## src/rtl/rf_dbg_pkg.sv

```systemverilog
// Shared types and defaults for the register-file debug access engine.
package rf_dbg_pkg;

    localparam int DEF_ADDR_W   = 6;
    localparam int DEF_DATA_W   = 64;
    localparam int DEF_NUM_REGS = 32;

    localparam logic MODE_DUMP = 1'b0;
    localparam logic MODE_LOAD = 1'b1;

    typedef enum logic [2:0] {
        ST_IDLE,
        ST_HALT_WAIT,
        ST_DUMP,
        ST_DRAIN,
        ST_LOAD,
        ST_DONE
    } dbg_state_t;

endpackage

```

## src/rtl/rf_dbg_out_reg.sv

```systemverilog
// One-entry valid/ready output stage holding a dumped register value and its index.
module rf_dbg_out_reg #(
    parameter int ADDR_W = 6,
    parameter int DATA_W = 64
) (
    input  logic              clk,
    input  logic              rst_n,
    input  logic              clear,
    input  logic              load,
    input  logic [DATA_W-1:0] load_data,
    input  logic [ADDR_W-1:0] load_idx,
    input  logic              ready,
    output logic              valid,
    output logic [DATA_W-1:0] data,
    output logic [ADDR_W-1:0] idx
);

    // Capture a new beat, drop a consumed one; clear wins over everything.
    always_ff @(posedge clk or negedge rst_n) begin
        if (!rst_n) begin
            valid <= 1'b0;
            data  <= '0;
            idx   <= '0;
        end else if (clear) begin
            valid <= 1'b0;
        end else if (load) begin
            valid <= 1'b1;
            data  <= load_data;
            idx   <= load_idx;
        end else if (ready) begin
            valid <= 1'b0;
        end
    end

endmodule

```

## src/rtl/rf_debug_port.sv

```systemverilog
// Debug access engine: halts the core, then dumps or loads the whole register file.
module rf_debug_port
    import rf_dbg_pkg::*;
#(
    parameter int ADDR_W   = DEF_ADDR_W,
    parameter int DATA_W   = DEF_DATA_W,
    parameter int NUM_REGS = DEF_NUM_REGS
) (
    input  logic              clk,
    input  logic              rst_n,
    input  logic              start,
    input  logic              mode,
    input  logic              abort,
    output logic              core_halt,
    input  logic              core_halted,
    output logic              busy,
    output logic              done,
    output logic [ADDR_W-1:0] rf_rd_addr,
    input  logic [DATA_W-1:0] rf_rd_data,
    output logic              rf_wr_en,
    output logic [ADDR_W-1:0] rf_wr_addr,
    output logic [DATA_W-1:0] rf_wr_data,
    output logic              out_valid,
    input  logic              out_ready,
    output logic [DATA_W-1:0] out_data,
    output logic [ADDR_W-1:0] out_idx,
    input  logic              in_valid,
    output logic              in_ready,
    input  logic [DATA_W-1:0] in_data
);

    // One extra bit so the walk index can never wrap inside an operation.
    localparam int IDX_W = ADDR_W + 1;
    localparam logic [IDX_W-1:0] LAST_IDX = IDX_W'(NUM_REGS - 1);

    dbg_state_t       state;
    dbg_state_t       state_next;
    logic [IDX_W-1:0] idx;
    logic             mode_q;
    logic             capture;
    logic             accept;
    logic             idx_last;

    assign idx_last = (idx == LAST_IDX);
    assign accept   = in_valid && in_ready;

    // State register.
    always_ff @(posedge clk or negedge rst_n) begin
        if (!rst_n) begin
            state <= ST_IDLE;
        end else begin
            state <= state_next;
        end
    end

    // Next-state logic; abort overrides every transition.
    always_comb begin
        state_next = state;
        case (state)
            ST_IDLE:      if (start) state_next = ST_HALT_WAIT;
            ST_HALT_WAIT: if (core_halted) state_next = (mode_q == MODE_LOAD) ? ST_LOAD : ST_DUMP;
            ST_DUMP:      if (capture && idx_last) state_next = ST_DRAIN;
            ST_DRAIN:     if (out_valid && out_ready) state_next = ST_DONE;
            ST_LOAD:      if (accept && idx_last) state_next = ST_DONE;
            ST_DONE:      state_next = ST_IDLE;
            default:      state_next = ST_IDLE;
        endcase
        if (abort) state_next = ST_IDLE;
    end

    // Output decode: port ownership, stream handshakes, register-file controls.
    always_comb begin
        core_halt  = (state != ST_IDLE);
        busy       = (state != ST_IDLE);
        done       = (state == ST_DONE);
        in_ready   = (state == ST_LOAD) && !abort;
        capture    = (state == ST_DUMP) && (!out_valid || out_ready) && !abort;
        rf_rd_addr = '0;
        rf_wr_en   = 1'b0;
        rf_wr_addr = '0;
        rf_wr_data = '0;
        if (state == ST_DUMP) begin
            rf_rd_addr = idx[ADDR_W-1:0];
        end
        if (state == ST_LOAD) begin
            rf_wr_addr = idx[ADDR_W-1:0];
            rf_wr_data = in_data;
            // x0 is hardwired: its beat is consumed but never written.
            rf_wr_en   = in_valid && !abort && (idx != '0);
        end
    end

    // Walk index and latched command mode.
    always_ff @(posedge clk or negedge rst_n) begin
        if (!rst_n) begin
            idx    <= '0;
            mode_q <= MODE_DUMP;
        end else if (abort) begin
            idx <= '0;
        end else if (state == ST_IDLE && start) begin
            idx    <= '0;
            mode_q <= mode;
        end else if (capture || accept) begin
            idx <= idx + IDX_W'(1);
        end
    end

    rf_dbg_out_reg #(
        .ADDR_W(ADDR_W),
        .DATA_W(DATA_W)
    ) u_out_reg (
        .clk       (clk),
        .rst_n     (rst_n),
        .clear     (abort),
        .load      (capture),
        .load_data (rf_rd_data),
        .load_idx  (idx[ADDR_W-1:0]),
        .ready     (out_ready),
        .valid     (out_valid),
        .data      (out_data),
        .idx       (out_idx)
    );

endmodule

```

## config.mk

```make
export PLATFORM = sky130hd
export DESIGN_NAME = rf_debug_port
export DESIGN_NICKNAME = d
export VERILOG_FILES = /design/src/rtl/rf_dbg_pkg.sv /design/src/rtl/rf_dbg_out_reg.sv /design/src/rtl/rf_debug_port.sv
export SDC_FILE = /design/constraint.sdc
export NUM_CORES = 1
export LEC_CHECK = 0
export ABC_AREA = 1
export ABC_CLOCK_PERIOD_IN_PS = 1800
export BUFFER_PORTS_ARGS = -buffer_cell sky130_fd_sc_hd__buf_2
export CORE_MARGIN = 8
export CORE_UTILIZATION = 41
export DETAILED_ROUTE_END_ITERATION = 7
export PLACE_DENSITY = 0.81
export SLEW_MARGIN = 20
export SYNTH_ARGS = -nofsm -noshare
export SYNTH_HDL_FRONTEND = slang
export SYNTH_SLANG_ARGS = --single-unit
```

## constraint.sdc

```tcl
create_clock -name clk -period 1.8 [get_ports clk]
set_clock_uncertainty 0.2 [all_clocks]
set_input_delay 0.36 -clock clk [delete_from_list [all_inputs] [get_ports clk]]
set_output_delay 0.36 -clock clk [all_outputs]
set_load 0.05 [all_outputs]
```

## Word-level counts from Yosys, hierarchy flattened

Index checks and enable logic that the tools add are counted.

| cells by class | value |
|---|---|
| add/sub/neg operators | 1 |
| equal/unequal tests | 11 |
| multiplexer cells | 18 |
| bitwise logic cells | 1 |
| reduce and logical (&&, ||, !) cells | 22 |

Operator list:

| operator | number |
|---|---|
| two-way mux 64 bit | 1 |
| two-way mux 3 bit | 7 |
| two-way mux 7 bit | 3 |
| inequality test 3 bit, second input constant | 5 |
| case mux 3 bit (5 select lines) | 1 |
| two-way mux 6 bit | 2 |
| logical AND 1 bit | 10 |
| nonzero test 3 bit | 3 |
| adder 7 x 1 -> 7 bit, second input constant | 1 |
| == test 7 x 5 -> 1 bit, second input constant | 1 |
| nonzero test 7 bit | 1 |
| == test 3 x 2 -> 1 bit, second input constant | 2 |
| == test 3 bit, second input constant | 2 |
| AND reduction 5 bit | 1 |
| two-way mux 1 bit | 4 |
| AND reduction 2 bit | 2 |
| == test 3 x 1 -> 1 bit, second input constant | 1 |
| logical NOT 3 bit | 1 |
| logical NOT 1 bit | 2 |
| logical OR 1 bit | 2 |
| NOT 1 bit | 1 |

| word-level totals | value |
|---|---|
| bits in registers | 82 |
| input port bits | 136 |
| output and inout port bits | 152 |
| word-level logic and storage cells | 59 |

## Logic depth before layout (Yosys ltp)

| depth | value |
|---|---|
| word-level depth | 8 |
| gate-level depth with buffers | 10 |
| gate-level depth less buffers | 9 |

## Hierarchy

A second synthesis with hierarchy kept.

| second synthesis, totals | value |
|---|---|
| cell total of the unflattened synthesis | 581 |
| area, all modules | 4260.3 um^2 |

Modules (own cells, without submodules):

| module | times used | cells an instance | area each (um^2) | seq. area each (um^2) |
|---|---|---|---|---|
| rf_dbg_out_reg | 1 | 308 | 2844.0 | 1776.7 |
| rf_debug_port | 1 | 273 | 1416.4 | 275.3 |

## Least setup slack after synthesis

No wires, ideal clock.

| timing | value |
|---|---|
| kind | register -> output |
| start point | reg state[1] |
| end point | out in_ready |
| data arrival time | 1.769 ns |
| data required time | 1.240 ns |
| slack | -0.529 ns |
| stages on the path, launching flop included | 7 |
| path buffers | 3 |
| path through | dfrtp_1 > buf_4 > nor2_2 > nand2_1 > clkbuf_1 > buf_2 > nor2_1 |

| between the ends | value |
|---|---|
| word-level cells in the longest chain between the ends | 2 |

Ends and longest elaborated chain:

| item | RTL line | source |
|---|---|---|
| start: declaration | rf_debug_port.sv:36 | `dbg_state_t state;` |
| start signal: assignment | rf_debug_port.sv:52 | `state <= state_next;` |
| == test 3 bit | rf_debug_port.sv:76 | `in_ready = (state == ST_LOAD) && !abort;` |
| logical AND 1 bit | rf_debug_port.sv:76 |  |
| end: declaration | rf_debug_port.sv:28 | `output logic in_ready,` |

Every way passes these cells.

## Worst setup path after layout

| timing | value |
|---|---|
| start point | reg state[0] |
| end point | out rf_wr_data[52] |

| between the ends | value |
|---|---|
| word-level cells in the longest chain between the ends | 2 |

Ends and longest elaborated chain:

| item | RTL line | source |
|---|---|---|
| == test 3 bit | rf_debug_port.sv:85 | `if (state == ST_LOAD) begin` |
| two-way mux 64 bit | rf_debug_port.sv:85 |  |
| end: declaration | rf_debug_port.sv:22 | `output logic [DATA_W-1:0] rf_wr_data,` |

Every way passes these cells.

==> run metrics <==
fraction of synthesis flops using an asynchronous set or reset pin 100%; cell row count 36; I/O Buffers roughly 290; remaining global-route overflow 0; # DRC 0; Slew @ Worst Pin between 0.4 and 0.5 ns; first-pass GRT wire length 27.6 mm; Int Pwr 6.14 mW; peak supply drop between 0.001 and 0.0015 V; Hold Path End u_out_reg.data[8]$_DFFE_PN0P_; type of the worst min-delay path input port to flip-flop; average detailed-routed wire length per instance approximately 23 um; synthesized net count 568; width of the die approximately 120 um; Inserted Clock Buffers 9; design area 7630 um^2; switching share of power between 50 and 60%; most common cell after layout, fill and taps aside buf_2; Min Clock Period, post-route 2.33 ns; switching power 6.93 mW; Post-Synthesis Cell Area 4030 um^2; Fillers 511; predominant post-synthesis flop cell dfrtp_1; First DRT Iteration DRCs 317; proportion of synthesized chip area in sequential cells between 50 and 60%; max cap viols 0; Setup CP Type flip-flop to output pin; number of diodes added for antenna fixing 0; CORE AREA about 9600 um^2; number of antenna violations at the first check in global routing 0; Hold Path Depth 2; dominant cells by area after synthesis dfrtp_1 51%, mux2_2 16%, nor2_1 9.0%; initial core utilization between 40% and 50%; Power Dens Cells between 1500 and 2000 nW/um^2; CTS tree done; critical path data arrival time 1.77 ns; flop2flop setup slack -0.21 ns; Synth Instances 430; kind of start point of the critical path flip-flop; highest-count cells in the layout ignoring fill and taps 205 x buf_2, 80 x inv_1, 80 x dfrtp_1; max-slew violation count 0; final worst-path cycle share 129%; number of distinct library cells after synthesis 24; # nets final 896; area share of the largest cell type after synthesis 50.9%; mean post-synth cell area 9.38 um^2; die area ~13000 um^2; count of final setup violators 158; part of the power in registers 23.3%; Max FO, Critical Path 18; number of vias after detailed routing 4611; final hold violations 0; Req. time, crit path approximately 1.2 ns; Synth warnings 0; run status finished, violations left; achievable clock frequency 430 MHz; FF-to-FF End u_out_reg.data[18]$_DFFE_PN0P_; clock-pin slew on the worst setup and hold paths 0.08 ns; total power after layout 13.1 mW; leakage power total 4.07 nW; Seq cells post-synth 82; maximum number of pins on one net before global-route repair 83; RSZ-0062 raised after global routing yes; total detailed-routing wirelength 20.8 mm; GPL Wtd Cong 0.971; Register-to-Register Path Depth 8; layout overhead on the synthesized area 89.4%; DP Area 6320 um^2; die extent in y 115 um; io pins 288; reg-to-reg startpoint state[0]$_DFFE_PN0P_; Post-DRT Antenna Nets 0; max-slew headroom at the worst pin 70.8%; number of enable flip-flop cells after synthesis 0; placed wire-length estimate 13.3 mm; clock latency at the later pin of the worst-skew pair 0.36 ns; buffer cell driving the clock tree root clkbuf_8; CTS max path bufs 2; cell type with the largest total area after synthesis dfrtp_1; first-pass iteration count of the detailed router 5; vias in the first global route 4893; H-tree depth 3; TritonCTS sink count 82; proportion of power drawn by combinational gates 66.3%; fraction of power consumed by the clock network 10.4%; worst-case setup margin in the final layout -0.526 ns; detail-routed via count per cell 5.15; startpoint of the tightest hold check path rf_rd_data[8]; failing checks negative setup slack; share of final-layout standard cells stronger than drive strength 1 66.7%; total routing usage reported by global routing 27.7%; crit end category output pin
## worst max path at each step
stage	start	end	slack [ns]
after floorplan	state[0]$_DFFE_PN0P_	rf_wr_data[10]	-0.42
after global placement	state[0]$_DFFE_PN0P_	rf_wr_en	-0.03
after detailed placement	state[0]$_DFFE_PN0P_	rf_wr_data[32]	-0.09
after CTS	state[1]$_DFFE_PN0P_	rf_wr_en	-0.40
after global routing	state[0]$_DFFE_PN0P_	rf_wr_data[52]	-0.54
final	state[0]$_DFFE_PN0P_	rf_wr_data[52]	-0.53
## cell usage after synthesis (2+ instances only)
cell	n
buf_2	14
nand2_2	3
nand4_1	6
nor2_1	97
mux2_4	8
nand2_1	32
clkbuf_1	2
mux2_2	57
buf_4	2
dfrtp_1	82
ha_1	2
buf_6	2
nand3_1	17
a21oi_1	3
nand3b_1	2
inv_1	81
o21ai_0	13
## logic make-up (layout without fill, tap and decap cells)
family	Yosys count	count (layout)	share of synthesized area (%)
and+or+nand+nor	161	162	16.7
buffers and inverters	102	433	10.5
muxes	65	65	18.9
adders and majority gates	2	2	0.621
DFF	82	82	50.9
AOI/OAI and AO/OA	18	18	2.39
## registers in the layout, summed over array words and instances, names as in the netlist
name,cells
u_out_reg.data,64
idx,7
u_out_reg.idx,6
u_out_reg.valid,1
mode_q,1
state,3
## final cells by class
type,instances,area (um^2),share of cell area (%)
Timing Repair Buffer,336,2860,37.5
Multi-Input combinational cell,247,2040,26.7
Tap cell,133,166,2.18
Inverter,82,308,4.03
Clock buffer,11,151,1.98
Sequential cell,82,2050,26.9
Clock inverter,4,51.3,0.672
## worst max-delay path: stages, from the launching register on
cell	delay, ns
dfrtp_1	0.42
nor2_4	0.21
nand2_4	0.13
clkbuf_16	0.24
nor2_4	0.22
buf_12	0.18
## metrics by stage
| step | hold slack (ns) | cells | utilization, % | worst slack, ns | TNS, ns |
|---|---|---|---|---|---|
| after CTS | 0.0171 | 886 | 76.1 | -0.400 | -36.55 |
| final | 0.0305 | 895 | 79.2 | -0.526 | -44.81 |
| after detailed placement | 0.225 | 850 | 65.6 | -0.0860 | -4.47 |
| after global placement | 0.215 | 850 | 65.6 | -0.0348 | -0.179 |
| after floorplan | -0.136 | 430 | - | -0.421 | -25.15 |
| after global routing | 0.00854 | 895 | 79.2 | -0.544 | -51.41 |
## power by group through the flow
stage / logic, mW / registers (mW) / clock network, mW
2_1_floorplan: 2.83 / 5.54 / 0
3_3_place_gp: 7.38 / 2.98 / 0
3_5_place_dp: 7.51 / 3.04 / 0
4_1_cts: 8.23 / 3.04 / 1.39
5_1_grt: 8.98 / 3.14 / 1.46
6_report: 8.66 / 3.04 / 1.36
## repair_timing
action / CTS / global route
resized for setup: 157 / 68
buffers inserted: 13 / 8
endpoints found under the hold margin: 82 / 0
cloned: 7 / 1
hold buffers: 1 / 0
setup endpoints to repair: 136 / 161
pin swaps: 3 / 6
## layer usage
layer / global-route usage [%] / share of wire (%) / wire [um] / up-vias
met1: 26.2 / 33 / 6910 / 2198
met4: 17.4 / 5.8 / 1200 / 0
met3: 11.4 / 12 / 2490 / 92
li1: - / - / - / 1982
met5: 0 / 0 / 0 / -
met2: 48.8 / 49 / 10200 / 339
(Power assumes the default switching activity.)
